===== config.mk =====
export PLATFORM = sky130hd
export DESIGN_NAME = sisc_ctrl_gen
export DESIGN_NICKNAME = d
export VERILOG_FILES = /design/src/rtl/sisc_ctrl_gen.sv
export SDC_FILE = /design/constraint.sdc
export NUM_CORES = 1
export LEC_CHECK = 0
export ABC_AREA = 1
export ABC_CLOCK_PERIOD_IN_PS = 3100
export CAP_MARGIN = 30
export CORE_ASPECT_RATIO = 1.4
export CORE_MARGIN = 2
export CORE_UTILIZATION = 45
export CTS_CLUSTER_SIZE = 8
export DETAILED_ROUTE_END_ITERATION = 16
export PLACE_DENSITY_LB_ADDON = 0.15
export SLEW_MARGIN = 20
export SYNTH_ARGS = -nofsm -noshare
export SYNTH_HDL_FRONTEND = slang
export SYNTH_SLANG_ARGS = --single-unit

===== constraint.sdc =====
create_clock -name clk -period 3.1 [get_ports clk]
set_clock_uncertainty 0.15 [all_clocks]
set_input_delay 0.62 -clock clk [delete_from_list [all_inputs] [get_ports clk]]
set_output_delay 0.62 -clock clk [all_outputs]
set_load 0.03 [all_outputs]

===== src/rtl/sisc_ctrl_gen.sv =====
// sisc_ctrl_gen
// Control FSM for the SISC processor. Sequences each instruction through
// fetch, decode, execute, memory and writeback, and drives the datapath
// control strobes. Data memory accesses use a request/acknowledge
// handshake. Branches and NOOPs can optionally retire straight out of
// decode. HLT parks the controller in a halted state until reset.
//
// Ports
//   clk        rising-edge clock for all state
//   rst        synchronous active-high reset (START, counter cleared)
//   opcode     current IR opcode
//   mm         IR mm / branch condition mask
//   stat       status register flags
//   dm_ack     data memory completion, only looked at while dm_req=1
//   rf_we, pc_rst, pc_write, pc_sel, br_sel, rb_sel, ir_load, mm_sel,
//   dm_we      single-bit datapath strobes
//   alu_op     ALU function select (2'b10 when the ALU is unused)
//   wb_sel     register file writeback mux select
//   dm_req     data memory request
//   halted     high while in HALT
//   retire     one-cycle pulse per retired instruction
//   instr_cnt  retired-instruction count, wraps modulo 2^CNT_W
module sisc_ctrl_gen #(
    parameter int OP_W        = 4,
    parameter int MM_W        = 4,
    parameter int IMM_MM      = 8,
    parameter int CNT_W       = 16,
    parameter int FAST_BRANCH = 1
) (
    input  logic             clk,
    input  logic             rst,
    input  logic [OP_W-1:0]  opcode,
    input  logic [MM_W-1:0]  mm,
    input  logic [MM_W-1:0]  stat,
    input  logic             dm_ack,
    output logic             rf_we,
    output logic             pc_rst,
    output logic             pc_write,
    output logic             pc_sel,
    output logic             br_sel,
    output logic             rb_sel,
    output logic             ir_load,
    output logic             mm_sel,
    output logic             dm_we,
    output logic [1:0]       alu_op,
    output logic [1:0]       wb_sel,
    output logic             dm_req,
    output logic             halted,
    output logic             retire,
    output logic [CNT_W-1:0] instr_cnt
);

    typedef enum logic [2:0] {
        S_START,
        S_FETCH,
        S_DECODE,
        S_EXECUTE,
        S_MEM,
        S_WRITEBACK,
        S_HALT
    } state_t;

    localparam logic [OP_W-1:0] OP_NOOP = OP_W'(0);
    localparam logic [OP_W-1:0] OP_LOD  = OP_W'(1);
    localparam logic [OP_W-1:0] OP_STR  = OP_W'(2);
    localparam logic [OP_W-1:0] OP_SWP  = OP_W'(3);
    localparam logic [OP_W-1:0] OP_BRA  = OP_W'(4);
    localparam logic [OP_W-1:0] OP_BRR  = OP_W'(5);
    localparam logic [OP_W-1:0] OP_BNE  = OP_W'(6);
    localparam logic [OP_W-1:0] OP_BNR  = OP_W'(7);
    localparam logic [OP_W-1:0] OP_ALU  = OP_W'(8);
    localparam logic [OP_W-1:0] OP_HLT  = OP_W'(15);

    state_t state;
    state_t next_state;

    logic is_nop, is_lod, is_str, is_swp;
    logic is_bra, is_brr, is_bne, is_bnr;
    logic is_alu, is_hlt;
    logic fast_retire;
    logic imm_mode;
    logic cond_set;
    logic [1:0] alu_sel;

    // Unassigned opcodes 9..14 are treated exactly like NOOP.
    assign is_nop = (opcode == OP_NOOP) ||
                    ((opcode >= OP_W'(9)) && (opcode <= OP_W'(14)));
    assign is_lod = (opcode == OP_LOD);
    assign is_str = (opcode == OP_STR);
    assign is_swp = (opcode == OP_SWP);
    assign is_bra = (opcode == OP_BRA);
    assign is_brr = (opcode == OP_BRR);
    assign is_bne = (opcode == OP_BNE);
    assign is_bnr = (opcode == OP_BNR);
    assign is_alu = (opcode == OP_ALU);
    assign is_hlt = (opcode == OP_HLT);

    // Instructions with no work after the PC update can leave from DECODE.
    assign fast_retire = (FAST_BRANCH != 0) &&
                         (is_nop || is_bra || is_brr || is_bne || is_bnr);

    assign imm_mode = (mm == MM_W'(IMM_MM));
    assign cond_set = |(mm & stat);
    assign alu_sel  = imm_mode ? 2'b01 : 2'b00;

    always_ff @(posedge clk) begin
        if (rst) begin
            state     <= S_START;
            instr_cnt <= '0;
        end else begin
            state <= next_state;
            if (retire) begin
                instr_cnt <= instr_cnt + 1'b1;
            end
        end
    end

    always_comb begin
        next_state = state;
        rf_we      = 1'b0;
        pc_rst     = 1'b0;
        pc_write   = 1'b0;
        pc_sel     = 1'b0;
        br_sel     = 1'b0;
        rb_sel     = 1'b0;
        ir_load    = 1'b0;
        mm_sel     = 1'b0;
        dm_we      = 1'b0;
        alu_op     = 2'b10;
        wb_sel     = 2'b00;
        dm_req     = 1'b0;
        halted     = 1'b0;
        retire     = 1'b0;

        case (state)
            S_START: begin
                pc_rst     = 1'b1;
                next_state = S_FETCH;
            end
            S_FETCH: begin
                ir_load    = 1'b1;
                pc_write   = 1'b1;
                next_state = S_DECODE;
            end
            S_DECODE: begin
                pc_sel   = 1'b1;
                br_sel   = is_bra || is_bne;
                // Taken when any masked flag is set (BRA/BRR) or none is (BNE/BNR).
                pc_write = ((is_bra || is_brr) && cond_set) ||
                           ((is_bne || is_bnr) && !cond_set);
                if (is_hlt) begin
                    retire     = 1'b1;
                    next_state = S_HALT;
                end else if (fast_retire) begin
                    retire     = 1'b1;
                    next_state = S_FETCH;
                end else begin
                    next_state = S_EXECUTE;
                end
            end
            S_EXECUTE: begin
                if (is_alu) begin
                    alu_op = alu_sel;
                end
                next_state = S_MEM;
            end
            S_MEM: begin
                next_state = S_WRITEBACK;
                if (is_alu) begin
                    alu_op = alu_sel;
                end else if (is_lod || is_str) begin
                    dm_req = 1'b1;
                    rb_sel = 1'b1;
                    mm_sel = imm_mode;
                    // Writes are gated by the ack so each access writes once.
                    if (dm_ack) begin
                        rf_we  = is_lod;
                        dm_we  = is_str;
                        wb_sel = is_lod ? 2'b01 : 2'b00;
                    end else begin
                        next_state = S_MEM;
                    end
                end else if (is_swp) begin
                    wb_sel = 2'b10;
                end
            end
            S_WRITEBACK: begin
                if (is_alu) begin
                    rf_we  = 1'b1;
                    alu_op = alu_sel;
                end else if (is_lod) begin
                    wb_sel = 2'b01;
                end else if (is_swp) begin
                    rf_we  = 1'b1;
                    wb_sel = 2'b11;
                end
                retire     = 1'b1;
                next_state = S_FETCH;
            end
            S_HALT: begin
                halted = 1'b1;
            end
            default: begin
                next_state = S_START;
            end
        endcase
    end

endmodule


==> results.md <==
Timing:
- The final number of hold-violating endpoints came to 0.
- The final-report setup violation count is 0.
- The number of pins exceeding their max-slew limit in the final report is 0.
- The final period utilization is 94.41%.
- The worst pin sits at a relative slew slack of a little under three quarters.
- The clock period could shrink to between 2000 and 3000 ps.
- For the pin with the worst max-slew slack, the measured transition is ~420 ps.
- The sum of negative setup slack is 0 ps.
- Setup repair after global routing left no endpoint under its margin.
- The fmax is between 300 and 400 MHz.

Floorplanning:
- The number of placement rows is 24.
- The floorplan die area is 0.003610 sq mm.
- The die is 51.35 microns wide.
- The die outline height is 70.30 microns.
- In this run the standard cell core region covers around 0.0031 sq mm.
- The initial cell density of the core is 46.12%.
- The top-level I/O count is between 40 and 50.

Yosys:
- Synthesis handed over a netlist of around 240 instances.
- The count of different cell masters after synthesis is 28.
- Counting every net in the synthesized netlist gives ~250.
- The sequential element share of the synthesized area is between 20% and 30%.
- Of all cell types, the one taking the most synthesized area is sky130_fd_sc_hd__dfxtp_1.
- For this run, the number of Yosys warnings is 0.
- The mean instance size in the synthesized netlist is between 6 and 7 sq um.
- The top cell type by area accounts for between 20% and 30% of the synthesized area.
- By area the synthesized netlist is led by sky130_fd_sc_hd__dfxtp_1 27%, sky130_fd_sc_hd__nand2_1 16%, sky130_fd_sc_hd__nor2_1 8.8%.
- The netlist area before placement is 0.001413 sq mm.
- Counting flops and latches in the post-synthesis netlist gives 19.

Power:
- Per report_power, the clock group accounts for 28.6% of the total.
- The switching power summed over all nets is a little under 200 uW.
- The portion of total power attributed to sequential cells is 43.5%.
- The combinational group share of total power is between 20% and 30%.
- The switching fraction of total power is 32.37%.
- In this run the power density over the cells is 308.4 mW/mm^2.
- The analysis attributes to cell leakage a power of ~0.00083 uW.
- VDD sags by at most between 0.2 and 0.25 mV.
- The internal power of the cells totals approximately 400 uW.

Placed design:
- The global placement routability congestion is ~0.8.
- Input and output buffers added on the ports amount to between 40 and 50.
- The number of instances in the placed design is between 300 and 400.
- Detailed placement finished with a half-perimeter wire length of between 2000 and 3000 microns.

Final layout:
- The area growth from synthesis to final layout is 38.88%.
- Leaving out filler cells and counting taps, the final layout contains between 300 and 400.
- The final layout contains 303 nets.
- The antenna diode count is 0.
- Of the cells placed in the final design, the portion with a size suffix greater than 1 is a little under an eighth.

Run status:
- The flow ran to the end, and the final reports show no timing, DRC or antenna violations.

Global routing:
- The pin count of the biggest net entering global routing is 21.
- Across every metal layer, demand over resource in global routing totals a little under a quarter.
- The total overflow left after global routing is 0.
- The first-pass GRT wire length is 6382 microns.
- The number of global-route vias before repair was 1526.
- The number of antenna violations at the first check in global routing is 0.

Job:
- Max-cap violations in this run came to 0.

Route:
- In the final routed layout, each cell accounts on average for about 11 microns.
- The iteration count of the initial detailed-routing pass is 4.
- The number of vias per cell is a little under 5.
- Wires add up to 3665 microns.
- The initial detailed-routing violation count is 38.
- The via count of the routed design is 1601.
- After detailed routing, the number of remaining DRC violations is 0.
- The number of routed nets with antenna violations is 0.

Critical path:
- The worst path required time is around 2300 ps.
- For this run, the slowest stage of the critical path takes roughly 670 ps.
- For the worst setup path, the data arrival time is 2160 ps.
- The slack of the worst reg-to-reg path is 1350 ps.
- The worst setup path is of the in -> out kind.
- The kind of end point of the critical path is a primary output.
- Among all stages on the critical path, the largest delay is contributed by sky130_fd_sc_hd__clkdlybuf4s50_1.
- The cell type with the highest occurrence count on the critical path is sky130_fd_sc_hd__clkdlybuf4s50_1.
- The critical path goes through clkdlybuf4s50_1 > inv_1 > nand2_2 > nor2_1 > nand2_1 > clkdlybuf4s50_1.
- The type of origin of the critical path is an input pin.
- In this run the worst path has a maximum fanout of 5.

Clock tree:
- The cell sitting at the root of the clock tree is a sky130_fd_sc_hd__clkbuf_8.
- In this run the post-CTS setup repair buffer count came out at 0.
- Counting the buffers created by CTS gives 3.
- CTS built an H-tree with a depth of 1.
- The clock tree buffer depth is 2.
- The insertion delay of the later-clocked pin in the worst-skew pair is ~260 ps.
- The count of clock tree sinks is 19.
- TritonCTS built the clock tree.
- The clock slew seen by the registers of the worst setup and hold paths is 70 ps.

Hold path:
- The type of the tightest min-delay check is reg -> reg.
==> stage by stage <==
| step | utilization, % | cell area [sq um] | worst slack (ps) | hold WS [ps] | power, uW |
|---|---|---|---|---|---|
| 2_1_floorplan | - | 1413 | 151.0 | 418.2 | 374.4 |
| 3_3_place_gp | 62.30 | 1908 | 57.07 | 368.2 | 438.1 |
| 3_5_place_dp | 62.30 | 1908 | 44.02 | 373.5 | 438.6 |
| 4_1_cts | 63.81 | 1954 | 43.79 | 383.8 | 612.8 |
| 5_1_grt | 64.05 | 1962 | 57.84 | 413.8 | 641.9 |
| 6_report | 64.05 | 1962 | 173.3 | 384.7 | 605.1 |
==> placed cells by master (no fill, tap or decap), types with 2 or more instances in the layout <==
cell type,instances
sky130_fd_sc_hd__nand2_1,60
sky130_fd_sc_hd__clkdlybuf4s50_1,36
sky130_fd_sc_hd__nor2_1,33
sky130_fd_sc_hd__inv_1,31
sky130_fd_sc_hd__nand3_1,20
sky130_fd_sc_hd__dfxtp_1,19
sky130_fd_sc_hd__a21oi_1,16
sky130_fd_sc_hd__buf_4,14
sky130_fd_sc_hd__nor3_1,6
sky130_fd_sc_hd__o21ai_0,6
sky130_fd_sc_hd__nand4_1,5
sky130_fd_sc_hd__nand3_2,4
sky130_fd_sc_hd__xnor2_1,4
sky130_fd_sc_hd__inv_2,3
sky130_fd_sc_hd__nand2_2,3
sky130_fd_sc_hd__nor2_2,3
sky130_fd_sc_hd__clkbuf_8,3
sky130_fd_sc_hd__dlymetal6s2s_1,3
sky130_fd_sc_hd__nand2_4,2
sky130_fd_sc_hd__o22ai_1,2
sky130_fd_sc_hd__nor4_1,2
sky130_fd_sc_hd__o21ai_1,2
sky130_fd_sc_hd__a31oi_1,2
==> critical path, delay by kind of cell <==
| kind | cells | cell delay (ps) |
|---|---|---|
| buffers and inverters | 3 | 1330 |
| and+or+nand+nor | 3 | 190 |
==> registers in the layout (all words and copies together), names as in the netlist <==
| signal | cells |
|---|---|
| state | 3 |
| instr_cnt | 16 |
==> repair_timing <==
action                                  in CTS  in global routing
gates resized for setup                      0                  3
hold endpoints to repair                     0                  0
hold buffers                                 0                  0
endpoints found under the setup margin       0                  3
==> cells by family (layout without fill, tap and decap cells) <==
family / count (synthesis) / after routing / share of synthesized area (%)
DFF: 19 / 19 / 26.93
and+or+nand+nor: 140 / 140 / 45.35
buffers and inverters: 40 / 91 / 12.49
AOI/OAI and AO/OA: 31 / 31 / 11.87
adders and majority gates: 1 / 1 / 0.8856
xor gates and xnor gates: 4 / 4 / 2.480
==> Yosys cell counts <==
cell type / count
sky130_fd_sc_hd__nand2_1: 60
sky130_fd_sc_hd__nor2_1: 33
sky130_fd_sc_hd__inv_1: 31
sky130_fd_sc_hd__nand3_1: 20
sky130_fd_sc_hd__dfxtp_1: 19
sky130_fd_sc_hd__a21oi_1: 16
sky130_fd_sc_hd__nor3_1: 6
sky130_fd_sc_hd__o21ai_0: 6
sky130_fd_sc_hd__nand4_1: 5
sky130_fd_sc_hd__nand3_2: 4
sky130_fd_sc_hd__xnor2_1: 4
sky130_fd_sc_hd__buf_6: 3
sky130_fd_sc_hd__inv_2: 3
sky130_fd_sc_hd__nand2_2: 3
sky130_fd_sc_hd__nor2_2: 3
sky130_fd_sc_hd__a31oi_1: 2
sky130_fd_sc_hd__clkbuf_1: 2
sky130_fd_sc_hd__nand2_4: 2
sky130_fd_sc_hd__nor4_1: 2
sky130_fd_sc_hd__o21ai_1: 2
sky130_fd_sc_hd__o22ai_1: 2
sky130_fd_sc_hd__and3_1: 1
sky130_fd_sc_hd__buf_4: 1
sky130_fd_sc_hd__ha_1: 1
sky130_fd_sc_hd__nor2_4: 1
sky130_fd_sc_hd__o211ai_1: 1
sky130_fd_sc_hd__o21a_1: 1
sky130_fd_sc_hd__o21bai_1: 1
==> power groups by stage <==
stage | Combinational, uW | Clock (uW) | Sequential [uW]
CTS | 171 | 179 | 263
finish | 169 | 173 | 263
detailed placement | 170 | 0 | 268
global route | 186 | 191 | 265
global placement | 170 | 0 | 269
floorplan | 102 | 0 | 272
==> worst paths after layout <==
path	startpoint	to	depth (start not counted)
worst max-delay path	opcode[0]	alu_op[1]	6
worst min-delay path	instr_cnt[14]	instr_cnt[14]	2
worst max register to register	instr_cnt[0]	instr_cnt[8]	7
worst min register to register	instr_cnt[14]	instr_cnt[14]	2
==> metal layers <==
| metal | share of wire (%) | vias up | track usage, % |
|---|---|---|---|
| met4 | 2.1 | 0 | 9.357 |
| li1 | - | 855 | - |
| met1 | 40 | 704 | 24.31 |
| met2 | 55 | 36 | 43.15 |
| met3 | 3.0 | 6 | 2.350 |
| met5 | 0 | - | 0 |
==> area by class of cell <==
class                      instances  area, sq um
sequential                        19        380.4
tap                               39        48.80
fill                             307         1101
inverter                          34        127.6
multi-input combinational        176        855.8
clock inverter                     1        5.005
clock buffer                       3        41.29
timing repair buffer              53        503.0
Power figures use the tool's default switching activity.
==> patch 1: new RTL, config.mk and constraints unchanged <==
Put one more register stage on the output `instr_cnt`. The value now appears one clock later. The other outputs are not delayed to match.
--- a/src/rtl/sisc_ctrl_gen.sv
+++ b/src/rtl/sisc_ctrl_gen.sv
@@ -71,6 +71,8 @@
     localparam logic [OP_W-1:0] OP_ALU  = OP_W'(8);
     localparam logic [OP_W-1:0] OP_HLT  = OP_W'(15);
 
+    logic [CNT_W-1:0] instr_cnt_s0;
+
     state_t state;
     state_t next_state;
 
@@ -106,11 +108,11 @@
     always_ff @(posedge clk) begin
         if (rst) begin
             state     <= S_START;
-            instr_cnt <= '0;
+            instr_cnt_s0 <= '0;
         end else begin
             state <= next_state;
             if (retire) begin
-                instr_cnt <= instr_cnt + 1'b1;
+                instr_cnt_s0 <= instr_cnt_s0 + 1'b1;
             end
         end
     end
@@ -206,5 +208,9 @@
         endcase
     end
 
+    always_ff @(posedge clk) begin
+        instr_cnt <= instr_cnt_s0;
+    end
+
 endmodule
 
Function: changed (a bounded check fails within 4 cycles, from zero or initial values and one cycle with rst high).
==> patch 1 against the original RTL <==
Sequential cell count up 16; die area up 20%; wire length up 12%; clock power up 79%; core utilization down 0.87 points; synthesized area up 21%; total power up 58%; worst setup slack worse by 0.068 ns; design area up 17%; global-route usage down 2.0 points; critical path type unchanged.
==> patch 1: results (changes against the original RTL) <==
Non-Filler Instances=341 (+4.9%); pin count of the biggest net entering global routing=22 (+4.8%); Tmin final=2.995 ns (+0.06785 ns); LEAKAGE=0.9614 nW (+15%); placed cell areas=0.002213 sq mm (+16%); critical path peak fanout=6 (+1); DRT iter0 DRCs=29 (-24%); Max VDD drop=0.0003015 V (+42%); Tightest Pin Transition=0.3452 ns (-0.07442 ns); outcome=finished clean; Mapped Cells=245 (+4.3%); GR Layer Usage met1=19.06% (-5.2 points); GP Congestion=0.8882 (+11%); Post-synth top cells=57 x nand2_1, 35 x dfxtp_1, 35 x nor2_1; Reg2Reg Setup Slack=1.40 ns (+0.05 ns); final net count=314 (+3.6%); post-place setup slack=0.02493 ns (-0.01909 ns); final WL=4103 um (+12%); Placed Instances=333 (+3.7%); detailed-route via count=1786 (+12%); Largest regs=instr_cnt: 16 flops, instr_cnt_s0: 16 flops, state: 3 flops; met3 GRT Util=5.565% (+3.2 points); CTS H-Tree Depth=2 (+1); crit path to=pc_write; synth top area cells=dfxtp_1 41%, nand2_1 12%, nor2_1 7.7%; Total Routing Usage GR=20.69% (-2.0 points)
==> patch 1: per-stage QoR <==
stage / hold WS (ns) / total power, mW / util, %
2_1_floorplan: 0.2109 / 0.5873 / -
6_report: 0.2361 / 0.9534 / 63.19
3_5_place_dp: 0.2251 / 0.6537 / 60.75
4_1_cts: 0.2389 / 0.9608 / 62.98
3_3_place_gp: 0.2306 / 0.6532 / 60.75
5_1_grt: 0.2508 / 0.9921 / 63.19
==> patch 1: worst max-delay path, cell delays in order <==
cell and delay, ns:
clkdlybuf4s50_1 0.61, inv_2 0.07, a21oi_1 0.14, nand2_1 0.07, nand2_1 0.05, clkdlybuf4s50_1 0.67
==> patch 1: routing by layer <==
metal  up-vias  share of wire (%)  wire length (um)
li1        898                  -                 -
met2        60                 51              2106
met5         -                  0                 0
met1       809                 37              1509
met3        19                6.0               245
met4         0                5.9               241
==> patch 1: logic make-up (layout without fill, tap and decap cells) <==
group	after synthesis	after routing	share of synthesized area [%]
flops	35	35	40.85
simple gates	144	144	39.24
fa+ha+maj	1	1	0.7293
xor+xnor	3	3	1.532
buf+inv	32	86	8.097
compound gates	30	30	9.555
==> patch 1: worst min path at each step <==
stage	startpoint	endpoint	slack (ns)
2_1_floorplan	instr_cnt_s0[15]$_SDFFE_PP0P_	instr_cnt[15]$_DFF_P_	0.21
3_3_place_gp	instr_cnt_s0[15]$_SDFFE_PP0P_	instr_cnt[15]$_DFF_P_	0.23
3_5_place_dp	instr_cnt_s0[15]$_SDFFE_PP0P_	instr_cnt[15]$_DFF_P_	0.23
4_1_cts	instr_cnt_s0[15]$_SDFFE_PP0P_	instr_cnt[15]$_DFF_P_	0.24
5_1_grt	instr_cnt_s0[15]$_SDFFE_PP0P_	instr_cnt[15]$_DFF_P_	0.25
6_report	instr_cnt_s0[15]$_SDFFE_PP0P_	instr_cnt[15]$_DFF_P_	0.24
==> patch 1: final cells by class <==
class | instances | area, sq um | share of cell area, %
timing repair buffer | 51 | 490.5 | 21.30
clock buffer | 7 | 76.32 | 3.315
multi-input combinational | 178 | 875.8 | 38.04
tap | 42 | 52.55 | 2.283
sequential | 35 | 700.7 | 30.43
inverter | 27 | 101.3 | 4.402
clock inverter | 1 | 5.005 | 0.2174
==> patch 1: power by group <==
group	total [mW]	switching [mW]	internal, mW
registers	0.472	0.0122	0.460
logic	0.171	0.103	0.0685
clock network	0.310	0.152	0.157
total	0.953	0.268	0.686
==> patch 2: new RTL, same flow settings <==
Without the edit above. `FAST_BRANCH`: 1 -> 0.
--- a/src/rtl/sisc_ctrl_gen.sv
+++ b/src/rtl/sisc_ctrl_gen.sv
@@ -25,7 +25,7 @@
     parameter int MM_W        = 4,
     parameter int IMM_MM      = 8,
     parameter int CNT_W       = 16,
-    parameter int FAST_BRANCH = 1
+    parameter int FAST_BRANCH = 0
 ) (
     input  logic             clk,
     input  logic             rst,
Formal check against the unedited RTL: not equivalent (Yosys sat finds a counterexample within 4 cycles, from zero or initial values and one cycle with rst high).
==> patch 2 against the original RTL <==
Die area fell by 8.3%; synthesized area fell by 8.9%; sequential share of layout area rose by 1.8 points; sequential cell count did not move; largest power group unchanged; total power rose by 15%; worst setup slack got worse by 0.054 ns; wire length fell by 17%; design area fell by 8.6%; maximum frequency fell by 1.8%; final cell count fell by 10%.
==> patch 2: results (changes against the original RTL) <==
register area share after synthesis=29.54% (+2.6 points); inverter count=32 (-5.9%); final net count=271 (-11%); ClkCell Share=2.512% (+0.15 points); Max VDD drop=0.0003369 V (+58%); compound-gate portion of the synthesized area=7.580% (-4.3 points); final WL=3039 um (-17%); critical path peak fanout=4 (-1); first-pass GRT wire length=5230 um (-18%); number of library cell types mapped by synthesis=25 (-11%); xor/xnor share of the synthesized area=0.6803% (-1.8 points); multi-input gate count=153 (-13%); outcome=finished clean; Syn Area/Cell=6.190 sq um (+3.0%); Post-synth top cells=57 x nand2_1, 30 x inv_1, 29 x nor2_1; R2R Path End=instr_cnt[12]$_SDFFE_PP0P_; fraction of area in multi-input gates=41.52% (-2.1 points); pin count of the biggest net entering global routing=27 (+29%); detailed-placement wirelength estimate=2381 um (-18%); DRT iter0 DRCs=27 (-29%); NonClk Buf Share=25.47% (-0.17 points); LEAKAGE=0.7863 nW (-5.6%); vias in the first global route=1304 (-15%); synth top area cells=dfxtp_1 30%, nand2_1 17%, inv_1 8.7%; Reg2Reg Setup Slack=1.50 ns (+0.15 ns); post-place setup slack=-0.03546 ns (-0.07948 ns); hold path start=instr_cnt[11]$_SDFFE_PP0P_; Worst Path Arrival=2.21 ns (+0.05 ns); # fillers=273 (-11%); post-route cell area=0.001793 sq mm (-8.6%); share of post-route cells with drive strength above 1=8.268% (-3.6 points); post-synthesis adder-cell area fraction=0.9718% (+0.086 points); Total Routing Usage GR=19.72% (-3.0 points); placed cell areas=0.001739 sq mm (-8.9%); worst hold path class=flip-flop to flip-flop; syn_nets=224 (-11%); area grow syn2layout=39.26%; fmax=335.4 MHz (-1.8%)
-- patch 2: cell count changes after synthesis, moves of 3 or more --
| cell | unedited run | this run |
|---|---|---|
| a21oi_1 | 16 | 12 |
| nand2_1 | 60 | 57 |
| nand3_1 | 20 | 17 |
| nand3_2 | 4 | 1 |
| nand3b_1 | 0 | 3 |
| nor2_1 | 33 | 29 |
| xnor2_1 | 4 | 1 |
-- patch 2: how the worst max path moves through the flow --
| stage | from | to | cells after the start |
|---|---|---|---|
| finish | opcode[2] | wb_sel[1] | 5 |
| global route | opcode[2] | wb_sel[1] | 5 |
| CTS | opcode[2] | wb_sel[0] | 7 |
| detailed placement | opcode[0] | rf_we | 5 |
| global placement | opcode[0] | rf_we | 5 |
| floorplan | opcode[2] | rb_sel | 6 |
-- patch 2: worst reg2reg max path: cells and delay by family, from the launching register on --
family	cells	cell delay, ns
adders and majority gates	1	0.21
DFF	1	0.38
buffers and inverters	1	0.03
and+or+nand+nor	5	0.77
-- patch 2: cell families after synthesis --
family / Yosys count
simple gates: 132
flops: 19
xor+xnor: 1
compound gates: 19
fa+ha+maj: 1
buf+inv: 36
-- patch 2: repair_timing --
action,in CTS,in global routing
gates cloned,0,0
gates resized for setup,1,4
hold buffers,0,0
pin swaps,0,0
endpoints found under the setup margin,1,4
-- patch 2: report_power, final --
| group | switching [mW] | internal, mW |
|---|---|---|
| logic | 0.150 | 0.0959 |
| registers | 0.0198 | 0.258 |
| clock network | 0.0802 | 0.0912 |
| total | 0.250 | 0.445 |
-- patch 2: per-layer routing --
| metal | share of wire (%) | GRT usage (%) | vias up |
|---|---|---|---|
| met5 | 0 | 0 | - |
| met4 | 0.86 | 10.00 | 0 |
| met3 | 4.5 | 3.319 | 2 |
| met2 | 51 | 35.14 | 32 |
| met1 | 44 | 22.69 | 648 |
| li1 | - | - | 755 |
